[src/rtl/mips_muldiv_unit.sv]
// HI/LO multiply/divide unit: shift-add multiplier and restoring divider, 1 bit per cycle.
// Latency: WIDTH+1 busy cycles for MULT/DIV, 1 cycle for divide-by-zero, MTHI/MTLO write at acceptance.
// Backpressure: start_i is ignored while busy_o is high; the requester must hold the request.
//
// Ports:
//   clk, reset_i          clock, synchronous active-high reset
//   start_i, op_i         request and opcode (0 MULT,1 MULTU,2 DIV,3 DIVU,4 MTHI,5 MTLO,6-7 NOP)
//   rs_i, rt_i            operands / MTHI-MTLO data, sampled only when a request is accepted
//   busy_o, done_o        op in flight; one-cycle pulse when fresh results sit in HI/LO
//   hi_o, lo_o            architectural HI and LO registers
module mips_muldiv_unit #(
    parameter int WIDTH = 32
) (
    input  logic             clk,
    input  logic             reset_i,
    input  logic             start_i,
    input  logic [2:0]       op_i,
    input  logic [WIDTH-1:0] rs_i,
    input  logic [WIDTH-1:0] rt_i,
    output logic             busy_o,
    output logic             done_o,
    output logic [WIDTH-1:0] hi_o,
    output logic [WIDTH-1:0] lo_o
);
    localparam int CNT_W = $clog2(WIDTH);

    localparam logic [2:0] OP_MULT  = 3'd0;
    localparam logic [2:0] OP_MULTU = 3'd1;
    localparam logic [2:0] OP_DIV   = 3'd2;
    localparam logic [2:0] OP_DIVU  = 3'd3;
    localparam logic [2:0] OP_MTHI  = 3'd4;
    localparam logic [2:0] OP_MTLO  = 3'd5;

    typedef enum logic [1:0] {S_IDLE, S_MUL, S_DIV, S_FIX} state_t;

    state_t             state_q, state_d;
    logic [CNT_W-1:0]   cnt_q;
    // MUL: {partial product high, multiplier shifting out / product low}
    // DIV: {partial remainder, dividend shifting out / quotient shifting in}
    logic [2*WIDTH-1:0] acc_q;
    logic [WIDTH-1:0]   b_q;        // multiplicand magnitude or divisor magnitude
    logic               neg_q;
    logic               rem_neg_q;
    logic               is_div_q;
    logic               done_q;
    logic [WIDTH-1:0]   hi_q, lo_q;

    logic               op_is_mul, op_is_div, op_signed, div_by_zero;
    logic               rs_neg, rt_neg;
    logic [WIDTH-1:0]   rs_mag, rt_mag;
    logic [WIDTH:0]     mul_sum;
    logic [WIDTH:0]     div_shift, div_trial;
    logic               div_ok;
    logic [WIDTH-1:0]   rem_next;
    logic [2*WIDTH-1:0] prod_fix;
    logic [WIDTH-1:0]   quo_fix, rem_fix;

    always_comb begin
        op_is_mul   = (op_i == OP_MULT) || (op_i == OP_MULTU);
        op_is_div   = (op_i == OP_DIV)  || (op_i == OP_DIVU);
        op_signed   = (op_i == OP_MULT) || (op_i == OP_DIV);
        div_by_zero = (rt_i == '0);
        rs_neg      = op_signed & rs_i[WIDTH-1];
        rt_neg      = op_signed & rt_i[WIDTH-1];
        // MIN stays MIN here, which is also its correct unsigned magnitude
        rs_mag      = rs_neg ? (~rs_i + 1'b1) : rs_i;
        rt_mag      = rt_neg ? (~rt_i + 1'b1) : rt_i;

        mul_sum     = {1'b0, acc_q[2*WIDTH-1:WIDTH]} + {1'b0, (acc_q[0] ? b_q : '0)};

        // The remainder is always below the divisor, so the top bit of the
        // trial difference is a reliable borrow flag.
        div_shift   = {acc_q[2*WIDTH-1:WIDTH], acc_q[WIDTH-1]};
        div_trial   = div_shift - {1'b0, b_q};
        div_ok      = ~div_trial[WIDTH];
        rem_next    = div_ok ? div_trial[WIDTH-1:0] : div_shift[WIDTH-1:0];

        // MIN / -1 falls out naturally: quotient magnitude 2^(W-1) negates to itself.
        prod_fix    = neg_q ? (~acc_q + 1'b1) : acc_q;
        quo_fix     = neg_q ? (~acc_q[WIDTH-1:0] + 1'b1) : acc_q[WIDTH-1:0];
        rem_fix     = rem_neg_q ? (~acc_q[2*WIDTH-1:WIDTH] + 1'b1) : acc_q[2*WIDTH-1:WIDTH];
    end

    always_comb begin
        state_d = state_q;
        case (state_q)
            S_IDLE: begin
                if (start_i && op_is_mul) begin
                    state_d = S_MUL;
                end else if (start_i && op_is_div && !div_by_zero) begin
                    state_d = S_DIV;
                end
            end
            S_MUL, S_DIV: begin
                if (cnt_q == '0) begin
                    state_d = S_FIX;
                end
            end
            S_FIX:   state_d = S_IDLE;
            default: state_d = S_IDLE;
        endcase
    end

    always_ff @(posedge clk) begin
        if (reset_i) begin
            state_q   <= S_IDLE;
            cnt_q     <= '0;
            acc_q     <= '0;
            b_q       <= '0;
            neg_q     <= 1'b0;
            rem_neg_q <= 1'b0;
            is_div_q  <= 1'b0;
            done_q    <= 1'b0;
            hi_q      <= '0;
            lo_q      <= '0;
        end else begin
            state_q <= state_d;
            done_q  <= 1'b0;
            case (state_q)
                S_IDLE: begin
                    if (start_i) begin
                        if (op_is_mul || (op_is_div && !div_by_zero)) begin
                            acc_q     <= op_is_mul ? {{WIDTH{1'b0}}, rt_mag} : {{WIDTH{1'b0}}, rs_mag};
                            b_q       <= op_is_mul ? rs_mag : rt_mag;
                            cnt_q     <= CNT_W'(WIDTH - 1);
                            neg_q     <= rs_neg ^ rt_neg;
                            rem_neg_q <= rs_neg;
                            is_div_q  <= op_is_div;
                        end else if (op_is_div) begin
                            hi_q   <= '0;
                            lo_q   <= '0;
                            done_q <= 1'b1;
                        end else if (op_i == OP_MTHI) begin
                            hi_q <= rs_i;
                        end else if (op_i == OP_MTLO) begin
                            lo_q <= rs_i;
                        end
                    end
                end
                S_MUL: begin
                    acc_q <= {mul_sum, acc_q[WIDTH-1:1]};
                    cnt_q <= cnt_q - 1'b1;
                end
                S_DIV: begin
                    acc_q <= {rem_next, acc_q[WIDTH-2:0], div_ok};
                    cnt_q <= cnt_q - 1'b1;
                end
                S_FIX: begin
                    if (is_div_q) begin
                        hi_q <= rem_fix;
                        lo_q <= quo_fix;
                    end else begin
                        hi_q <= prod_fix[2*WIDTH-1:WIDTH];
                        lo_q <= prod_fix[WIDTH-1:0];
                    end
                    done_q <= 1'b1;
                end
                default: ;
            endcase
        end
    end

    assign busy_o = (state_q != S_IDLE);
    assign done_o = done_q;
    assign hi_o   = hi_q;
    assign lo_o   = lo_q;
endmodule

[config.mk]
export PLATFORM = sky130hd
export DESIGN_NAME = mips_muldiv_unit
export DESIGN_NICKNAME = d
export VERILOG_FILES = /design/src/rtl/mips_muldiv_unit.sv
export SDC_FILE = /design/constraint.sdc
export NUM_CORES = 1
export LEC_CHECK = 0
export ABC_AREA = 0
export CAP_MARGIN = 30
export CORE_MARGIN = 2
export CORE_UTILIZATION = 61
export DETAILED_ROUTE_END_ITERATION = 10
export PLACE_DENSITY_LB_ADDON = 0.25
export SETUP_SLACK_MARGIN = 0.4
export SYNTH_ARGS = -nofsm -noshare
export SYNTH_HDL_FRONTEND = slang
export SYNTH_SLANG_ARGS = --single-unit
[constraint.sdc]
create_clock -name clk -period 6 [get_ports clk]
set_input_delay 0.9 -clock clk [delete_from_list [all_inputs] [get_ports clk]]
set_output_delay 0.9 -clock clk [all_outputs]
set_load 0.02 [all_outputs]
==> impl_metrics.csv <==
group,metric,value,unit
yosys,synthDistinctLibCells,68,
routing,antenna_left,0,
yosys,postSynthCellCount,2079,
grt,grt_pass1_wl,84390,µm
clock_tree,cts_resized,0,
power_and_ir_drop,leakage,0.006536,µW
routing,first_pass_iters,6,
placement,gp_congestion,1.033,
clock_tree,clkTransAtPathRegs,0.08,ns
cells_and_area,layout_commonest_cell,"nand2_1",
cells_and_area,synthToLayoutAreaGrowth,14.55,%
cells_and_area,finalNonFillerCells,2444,
yosys,ys.flop_type,"dfxtp_1",
timing,max_freq,211.1,MHz
timing,final.setup_skew,0.01646,ns
routing,drc,0,
yosys,synth_simple_gate_area_share,0.2393,
grt,grt-ovfl-total,0,
clock_tree,numCtsBuffers,17,
yosys,yosysTopAreaCell,"dfxtp_1",
placement,io_buffers,135,
routing,drtIter0Drc,2435,
placement,dpl.hpwl,41220,µm
placement,dp_cells,2412,
grt,grt_max_degree,67,
grt,antenna_found_initial,0,
floorplan,start_util,0.6217,
yosys,synth-adder-area-share,0.06685,
timing,worst_pin_slew,1.042,ns
grt,grt_pass1_vias,14760,
clock_tree,numClockSinks,171,
floorplan,coreArea,23540,µm²
yosys,synth_compound_area_frac,0.2912,
floorplan,die-area,25250,µm²
power_and_ir_drop,powerDensity,305.3,nW/µm²
timing,setup-tns-final,0,ns
cells_and_area,nFillCells,1984,
setup_path,crit_required,6.37,ns
routing,route.vias.total,16650,
yosys,synth-seq-cells,171,
floorplan,die_x,158.9,µm
flow_run,max-cap-violations,0,
cells_and_area,final_design_area_no_fill,16770,µm²
floorplan,ioPinCount,136,
clock_tree,ctsHoldBuffers,0,
floorplan,fp.dieH,158.9,µm
floorplan,rows,56,
yosys,synth.mux.area_fraction,0.006924,
yosys,synth_warnings,0,
cells_and_area,drive_above_1_share,0.04235,
grt,grt_use_total,0.4196,
yosys,synth_top_family_by_area,"compound AO/OA/AOI/OAI gates",
setup_path,end_kind,"flip-flop",
yosys,avgSynthCellArea,7.040,µm²
timing,fin_crit_sh,0.7896,
setup_path,worst_setup_path_start_kind,"flip-flop",
yosys,synth_edf_count,0,
placement,dpl_cell_area,16120,µm²
timing,relSlewSlack,0.3006,
setup_path,cp_max_fo,21,
setup_path,worst-setup-path-type,"reg -> reg",
clock_tree,cts-root-buf,"clkbuf_16",
power_and_ir_drop,irDropWorstVdd,300.6,µV
cells_and_area,most-common-layout-cells,"nand2_1, nor2_1, a21oi_1, dfxtp_1, clkdlybuf4s50_1",
clock_tree,cts_tree,"built",
clock_tree,clockBufferDepth,2,
routing,wl_per_cell,22.52,µm
timing,rsz0062_at_grt,"false",
yosys,synth_xor_area_frac,0.1047,
cells_and_area,diodes,0,
setup_path,worstPathArrival,5.11,ns
timing,slew_violations,0,
clock_tree,insertion_delay,0.45,ns
timing,whs,0.4565,ns
run_status,status,"complete, no violations",
clock_tree,post_cts_buffers,0,
yosys,synth_top_area_share,0.2339,
timing,min_period,4.738,ns
yosys,synth_area_leaders,"dfxtp_1, a21oi_1, nand2_1",
routing,drt-total-wl,55050,µm
cells_and_area,layout.nets,2259,
min_path,hold_path_class,"reg -> reg",
clock_tree,htreeDepth,4,
yosys,netlist_area,14640,µm²
yosys,async_reset_ff_frac,0,
timing,hold_viol,0,
placement,dp_slack,1.004,ns
yosys,synth_nets,2226,
routing,vias_per_cell,6.813,
timing,setup_viol,0,
timing,setup_ws,1.262,ns
yosys,seq_area_frac_synth,0.2339,
==> worst paths after layout <==
path	from	to	slack, ns	cells past startpoint
hold reg to reg	b_q[23]	b_q[23]	0.46	2
setup reg to reg	acc_q[33]	acc_q[37]	1.26	13
setup / recovery	acc_q[33]	acc_q[37]	1.26	13
hold / removal	b_q[23]	b_q[23]	0.46	2
==> metal layers <==
metal,vias up,global-route usage,part of all wire
met5,-,0,0
met4,0,0.1764,0.049
met3,171,0.1215,0.14
met2,1235,0.5945,0.40
met1,7637,0.5930,0.41
li1,7608,-,-
==> cells in the mapped netlist (11+ instances only) <==
cell and count:
a211oi_1 48, a21o_1 32, a21oi_1 214, a221oi_1 52
a22oi_1 43, a311oi_1 14, a31oi_1 16, and2_1 12
and3_1 13, clkbuf_1 133, dfxtp_1 171, ha_1 75
inv_1 65, nand2_1 258, nand2b_1 11, nand3_1 67
nor2_1 241, nor2b_1 12, nor3_1 84, nor4_1 16
o211ai_1 20, o21ai_0 81, o31ai_1 29, or3_1 17
or4_1 17, xnor2_1 108, xor2_1 67
==> through the flow <==
| step | utilization | power [µW] |
|---|---|---|
| global route | 0.7122 | 5345 |
| CTS | 0.7122 | 5006 |
| global placement | 0.6833 | 3704 |
| floorplan | - | 3043 |
| detailed placement | 0.6847 | 3755 |
| finish | 0.7122 | 5118 |
==> layout make-up <==
| cell class | instances | area, µm² | area share |
|---|---|---|---|
| Inverter | 66 | 247.7 | 0.01478 |
| Sequential cell | 171 | 3423 | 0.2042 |
| Timing Repair Buffer | 166 | 1612 | 0.09612 |
| Clock buffer | 17 | 425.4 | 0.02537 |
| Tap cell | 319 | 399.1 | 0.02381 |
| Clock inverter | 15 | 221.5 | 0.01321 |
| Multi-Input combinational cell | 1690 | 10440 | 0.6225 |
==> flip-flops by register name (all words and copies together) (netlist names), 2 cells and up <==
register / flops
lo_o: 32
acc_q: 64
b_q: 32
hi_o: 32
cnt_q: 5
state_q: 2
==> cells by family (layout without fill, tap and decap cells) <==
logic type / after synthesis / after routing
AND/OR/NAND/NOR: 779 / 779
AO/OA/AOI/OAI: 649 / 649
buffers and inverters: 218 / 264
XOR/XNOR: 175 / 175
flip-flops: 171 / 171
adder cells (fa/ha/maj): 77 / 77
multiplexers: 10 / 10
==> power breakdown <==
group          internal, µW  switching [µW]
clock network           716             559
registers              1290             225
logic                   850            1480
==> worst max-delay path, cell delays in order (launching register included) <==
cell,delay [ns]
dfxtp_1,0.54
ha_1,0.36
nor2b_1,0.19
o31ai_1,0.48
a211oi_1,0.17
buf_4,0.20
a211o_1,0.30
a21o_1,0.27
a21oi_1,0.41
xor2_2,0.83
buf_4,0.35
nand3_1,0.12
a31o_2,0.29
a21oi_1,0.14
Power figures use the tool's default switching activity.
